<file path="src/rtl/fifo_sched_pkg.sv">
// Shared types and index helpers for the round-robin queue scheduler.
package fifo_sched_pkg;

  typedef enum logic {SCHED_IDLE, SCHED_SERVE} sched_state_t;

  // Modulo increment; n need not be a power of two.
  function automatic int unsigned next_idx(input int unsigned idx, input int unsigned n);
    return (idx + 32'd1 >= n) ? 32'd0 : idx + 32'd1;
  endfunction

endpackage

</file>
<file path="src/rtl/rr_priority_picker.sv">
// Rotating priority encoder: first set request found scanning from start, wrapping modulo N.
module rr_priority_picker
  import fifo_sched_pkg::*;
#(
  parameter int unsigned N  = 4,
  parameter int unsigned IW = $clog2(N)
) (
  input  logic [N-1:0]  req,
  input  logic [IW-1:0] start,
  output logic          found,
  output logic [IW-1:0] pick
);

  always_comb begin
    int unsigned idx;
    found = 1'b0;
    pick  = '0;
    idx   = 32'(start);
    for (int unsigned k = 0; k < N; k++) begin
      if (!found && req[IW'(idx)]) begin
        found = 1'b1;
        pick  = IW'(idx);
      end
      idx = next_idx(idx, N);
    end
  end

endmodule

</file>
<file path="src/rtl/fifo_rr_scheduler.sv">
// Round-robin drain of N request queues into one valid/ready consumer, with burst limit and per-queue enable.
module fifo_rr_scheduler
  import fifo_sched_pkg::*;
#(
  parameter int unsigned N_QUEUES    = 4,
  parameter int unsigned DWIDTH      = 16,
  parameter int unsigned IDX_WIDTH   = $clog2(N_QUEUES),
  parameter int unsigned BURST_MAX   = 4,
  parameter int unsigned BURST_WIDTH = $clog2(BURST_MAX + 1)
) (
  input  logic                         clk,
  input  logic                         rst,
  input  logic [N_QUEUES-1:0]          q_empty,
  input  logic [N_QUEUES*DWIDTH-1:0]   q_dout,
  output logic [N_QUEUES-1:0]          q_rd_en,
  input  logic [N_QUEUES-1:0]          cfg_enable,
  output logic [DWIDTH-1:0]            out_data,
  output logic [IDX_WIDTH-1:0]         out_src,
  output logic                         out_valid,
  input  logic                         out_ready,
  output logic                         busy
);

  sched_state_t           state, state_nxt;
  logic [IDX_WIDTH-1:0]   grant;
  logic [BURST_WIDTH-1:0] burst_cnt;

  logic [N_QUEUES-1:0]    eligible;
  logic                   any_elig;
  logic [IDX_WIDTH-1:0]   scan_start;
  logic [IDX_WIDTH-1:0]   rr_pick;
  logic [IDX_WIDTH-1:0]   pick;
  logic                   cont_burst;
  logic                   can_load;
  logic                   pop;
  logic [DWIDTH-1:0]      q_word [N_QUEUES];

  assign eligible   = ~q_empty & cfg_enable;
  assign can_load   = ~out_valid | out_ready;
  assign scan_start = IDX_WIDTH'(next_idx(32'(grant), N_QUEUES));
  assign cont_burst = (state == SCHED_SERVE) && eligible[grant] &&
                      (burst_cnt < BURST_WIDTH'(BURST_MAX));
  assign pick       = cont_burst ? grant : rr_pick;
  assign pop        = can_load & any_elig & ~rst;
  assign busy       = out_valid | any_elig;

  rr_priority_picker #(
    .N  (N_QUEUES),
    .IW (IDX_WIDTH)
  ) u_picker (
    .req   (eligible),
    .start (scan_start),
    .found (any_elig),
    .pick  (rr_pick)
  );

  always_comb begin
    for (int unsigned i = 0; i < N_QUEUES; i++) begin
      q_word[i] = q_dout[i*DWIDTH +: DWIDTH];
    end
  end

  always_comb begin
    q_rd_en = '0;
    if (pop) begin
      q_rd_en[pick] = 1'b1;
    end
  end

  always_comb begin
    state_nxt = state;
    if (pop) begin
      state_nxt = SCHED_SERVE;
    end else if (!any_elig) begin
      state_nxt = SCHED_IDLE;
    end
  end

  always_ff @(posedge clk) begin
    if (rst) begin
      state <= SCHED_IDLE;
    end else begin
      state <= state_nxt;
    end
  end

  // Any pick not continuing a burst (new queue, or the sole eligible queue re-picked) restarts the count at 1.
  always_ff @(posedge clk) begin
    if (rst) begin
      out_valid <= 1'b0;
      out_data  <= '0;
      out_src   <= '0;
      grant     <= IDX_WIDTH'(N_QUEUES - 1);
      burst_cnt <= '0;
    end else if (pop) begin
      out_data  <= q_word[pick];
      out_src   <= pick;
      out_valid <= 1'b1;
      grant     <= pick;
      burst_cnt <= cont_burst ? burst_cnt + 1'b1 : BURST_WIDTH'(1);
    end else begin
      if (out_ready) begin
        out_valid <= 1'b0;
      end
      if (!any_elig) begin
        burst_cnt <= '0;
      end
    end
  end

endmodule

</file>
<file path="config.mk">
export PLATFORM = sky130hd
export DESIGN_NAME = fifo_rr_scheduler
export DESIGN_NICKNAME = d
export VERILOG_FILES = /design/src/rtl/fifo_sched_pkg.sv /design/src/rtl/rr_priority_picker.sv /design/src/rtl/fifo_rr_scheduler.sv
export SDC_FILE = /design/constraint.sdc
export NUM_CORES = 1
export LEC_CHECK = 0
export CORE_MARGIN = 5
export CORE_UTILIZATION = 34
export DETAILED_ROUTE_END_ITERATION = 8
export PLACE_DENSITY = 0.77
export RECOVER_POWER = 25
export SYNTH_ARGS = -nofsm -noshare
export SYNTH_HDL_FRONTEND = slang
export SYNTH_SLANG_ARGS = --single-unit
</file>
<file path="constraint.sdc">
create_clock -name clk -period 3.08 [get_ports clk]
set_input_delay 0.77 -clock clk [delete_from_list [all_inputs] [get_ports clk]]
set_output_delay 0.77 -clock clk [all_outputs]
set_load 0.1 [all_outputs]
</file>
==> results of run 1 <==
## layout by cell type (no fill, tap or decap), drive strengths merged, types with 7 or more instances in the layout
master / synthesis / final
clkdlybuf4s50: 0 / 66
buf: 5 / 58
mux2i: 27 / 27
dfxtp: 25 / 25
nand2: 19 / 19
clkbuf: 4 / 16
nor2: 15 / 15
a21oi: 13 / 13
a211oi: 12 / 12
o221ai: 10 / 10
nand2b: 8 / 8
o21a: 7 / 7
o21ai: 7 / 7
## cells by family after synthesis
group                    count (synthesis)  synth area share
multiplexers                            28             0.177
AND/OR/NAND/NOR                         62             0.207
buffers and inverters                   11            0.0635
adder cells (fa/ha/maj)                  2            0.0151
flip-flops                              25             0.303
AO/OA/AOI/OAI                           55             0.234
## report_power, final
group,total [mW],internal [mW],leakage (nW),switching [mW]
clock network,0.193,0.0903,0.0255,0.103
logic,1.03,0.372,1.07,0.657
registers,0.407,0.377,0.207,0.0298
total,1.63,0.840,1.31,0.789
## worst max-delay path: stages
cell      delay (ns)
buf_6           0.09
nand2b_4        0.14
mux4_2          0.50
nor2_4          0.16
buf_6           0.12
nor4_4          0.05
or2_4           0.29
nor2_4          0.13
buf_12          0.18
## metrics by stage
step / cells / TNS [ns] / worst slack, ns
after detailed placement: 370 / -8.42 / -0.584
after global placement: 370 / -6.59 / -0.512
final: 382 / -0.492 / -0.128
after global routing: 382 / -0.832 / -0.218
after floorplan: 183 / -1.49 / -0.447
after CTS: 381 / -0.703 / -0.182
## layout make-up
cell class / instances / area, um2
fill: 430 / 1730
sequential: 25 / 502
clock inverter: 1 / 5.00
inverter: 2 / 7.51
timing repair buffer: 137 / 1220
clock buffer: 3 / 41.3
tap: 67 / 83.8
multi-input combinational: 147 / 1130
## metal layers
layer,track usage,vias up,part of all wire
met5,0,-,0
met3,0.0327,6,0.064
met1,0.198,897,0.39
met2,0.321,71,0.53
met4,0.0541,0,0.011
li1,-,950,-
## repair_timing
action                     in CTS  in global routing
pin swaps                      10                  2
setup endpoints to repair      20                  4
buffers inserted               10                  2
resized for setup              35                  9
## registers in the layout, indices dropped and copies added (netlist names)
signal and flops:
out_data 16, out_src 2, state 1, out_valid 1, grant 2, burst_cnt 3
## worst max path at each step
stage / from / end / slack, ns / cells after the start
3_5_place_dp: q_empty[3] / q_rd_en[2] / -0.58 / 10
5_1_grt: grant[1] / q_rd_en[3] / -0.22 / 10
2_1_floorplan: q_empty[3] / q_rd_en[1] / -0.45 / 8
6_report: q_empty[3] / q_rd_en[3] / -0.13 / 9
4_1_cts: cfg_enable[3] / q_rd_en[3] / -0.18 / 10
3_3_place_gp: q_empty[3] / q_rd_en[2] / -0.51 / 8
==> results.md, run 1 <==
- Counting every net in the synthesized netlist gives 260.
- The number of diodes is 0.
- For this run, asynchronously set or reset flops after synthesis account for 0.
- For the pin with the worst max-slew slack, the measured transition is around 1.2 ns.
- For this design the ratio of total power to cell area is between 500 and 600 mW/mm2.
- The final design area excluding fillers is 0.00299 mm2.
- The final-report max-slew violation count is 0.
- The summed instance area of the synthesized netlist is 0.00165 mm2.
- STA classifies the critical path endpoint as an output pin.
- The static leakage power is 1.31 nW.
- Once layout is complete, the utilization of the core stands at 0.634.
- Setup slack on the worst reg-to-reg path comes out at approximately 0.25 ns.
- By area the synthesized netlist is led by dfxtp_1 30%, mux2i_1 16%, a211oi_1 5.4%, o221ai_1 5.3%, nand2_1 4.3%.
- The most frequently used cell type in the post-synthesis netlist is mux2i_1.
- The number of buffers inserted by port buffering is just under 100.
- Max-cap violations in this run came to 0.
- After clock tree synthesis, the flow added hold-fix buffers numbering 0.
- Across all hold checks on the routed design, the worst slack comes to roughly 0.46 ns.
- TritonCTS built the clock tree.
- The endpoint identified for the worst register-to-register timing path is out_data[7].
- The top achievable clock speed is 312 MHz.
- VDD sags by at most approximately 400 uV.
- After clock tree synthesis, the clock-pin slew on the worst setup and hold paths is around 0.09 ns.
- The clock root buffer is clkbuf_8.
- The synthesized netlist cell count is 183.
- The effective utilization at floorplan is 0.350.
- The post-detailed-routing wire length is between 5000 and 6000 um.
- The end point of the most critical hold path is out_src[1].
- Setup violations remaining at the end of the flow were counted as 4.
- In the final layout, the share of cells above drive strength 1 is 0.273.
- The floorplan step defined a die boundary enclosing 0.00636 mm2.
- The average via count per standard cell is just over 5.
- In this run the core area contains 25 standard-cell rows.
- The post-synthesis cell type count is ~40.
- The worst hold path belongs to the class flop to flop.
- In this run the remaining antenna-violating nets after routing total 0.
- The pre-antenna-repair detailed-routing pass consisted of 4 iterations.
- Setup repair after global routing could not meet its margin everywhere.
- The number of nets in the final layout is slightly below 400.
- The area of the placeable core is 0.00472 mm2.
- Counting flops with a built-in enable in the synthesized netlist gives 0.
- Detailed placement ended at an HPWL of 4520 um.
- The area added between synthesis and finish is 81.0%.
- The highest fanout seen on the critical path is 4.
- For this run, the register share of the synthesized area comes to 0.303.
- The startpoint of the worst-slack reg-to-reg timing path is grant[1].
- The worst hold path was traced through 2 stages.
- The worst slew margin relative to its limit is 0.187.
- The post-layout minimum cycle time is about 3.2 ns.
- The total power is around 1.6 mW.
- The worst endpoint required time is 2.31 ns.
- In this run the number of H-tree levels came out at 1.
- The worst path setup slack after routing is -0.128 ns.
- The setup path with the least slack is of type input pin to output pin.
- The first routing iteration left 78 violations.
- The overall fraction of global-route tracks in use is 0.173.
- The clock insertion delay at the later pin of the skew report is around 0.27 ns.
- The maximum number of pins on one net before global-route repair is 25.
- For this design the top-level I/O count stands at 99.
- The register bit count reported by yosys is 25.
- The flow ran to the end, but the final reports show violations.
- The share of synthesized area in the top cell type comes to 0.303.
- From bottom edge to top edge, the die measures roughly 80 um.
- The number of vias after detailed routing is between 1500 and 2000.
- The global-route wire length before repair is 8850 um.
- The number of antenna violations at the first check in global routing is 0.
- The final hold violation count is 0.
- The number of buffers on the longest clock path is 2.
- The synthesized area per cell is roughly 9 um2.
- The worst hold path begins at out_src[1].
- The number of global-route vias before repair is around 1900.
- Global routing finished with a remaining overflow of 0.
- In the synthesized netlist, the cells that appear most often are 27 x mux2i_1, 25 x dfxtp_1, 19 x nand2_1.
- For this run, design rule violations remaining after detail routing come to 0.
- In the synthesized netlist the dominant register cell turns out to be dfxtp_1.
- The length in cells of the worst reg-to-reg path is 11.
- STA classifies the critical path startpoint as an input pin.
- The total of warnings raised by yosys is 0.
- Dividing the detail-routed wire length by the instance count gives roughly 14 um.
- The TritonCTS buffer count is 3.
- On the final layout, the worst clock skew is about 0.0039 ns.
- The die span in x is around 80 um.
- The share of the clock period used by the worst path is 1.04.
- Once placement finished, the instance area stood at roughly 0.0029 mm2.
- The congestion estimate from routability-driven global placement came to slightly below 1.
- The checks that failed: negative setup slack.
- The number of sinks handled by clock tree synthesis is 25.
- The data arrival time at the worst-slack endpoint is 2.44 ns.
- dfxtp_1 takes more of the synthesized area than any other cell.
(Power assumes the default switching activity.)
==> inputs of run 2 (changes only) <==
GPL_ROUTABILITY_DRIVEN = 0   (was default)
==> results of run 2 <==
Final layout, timing and power as in run 1 (identical DEF).
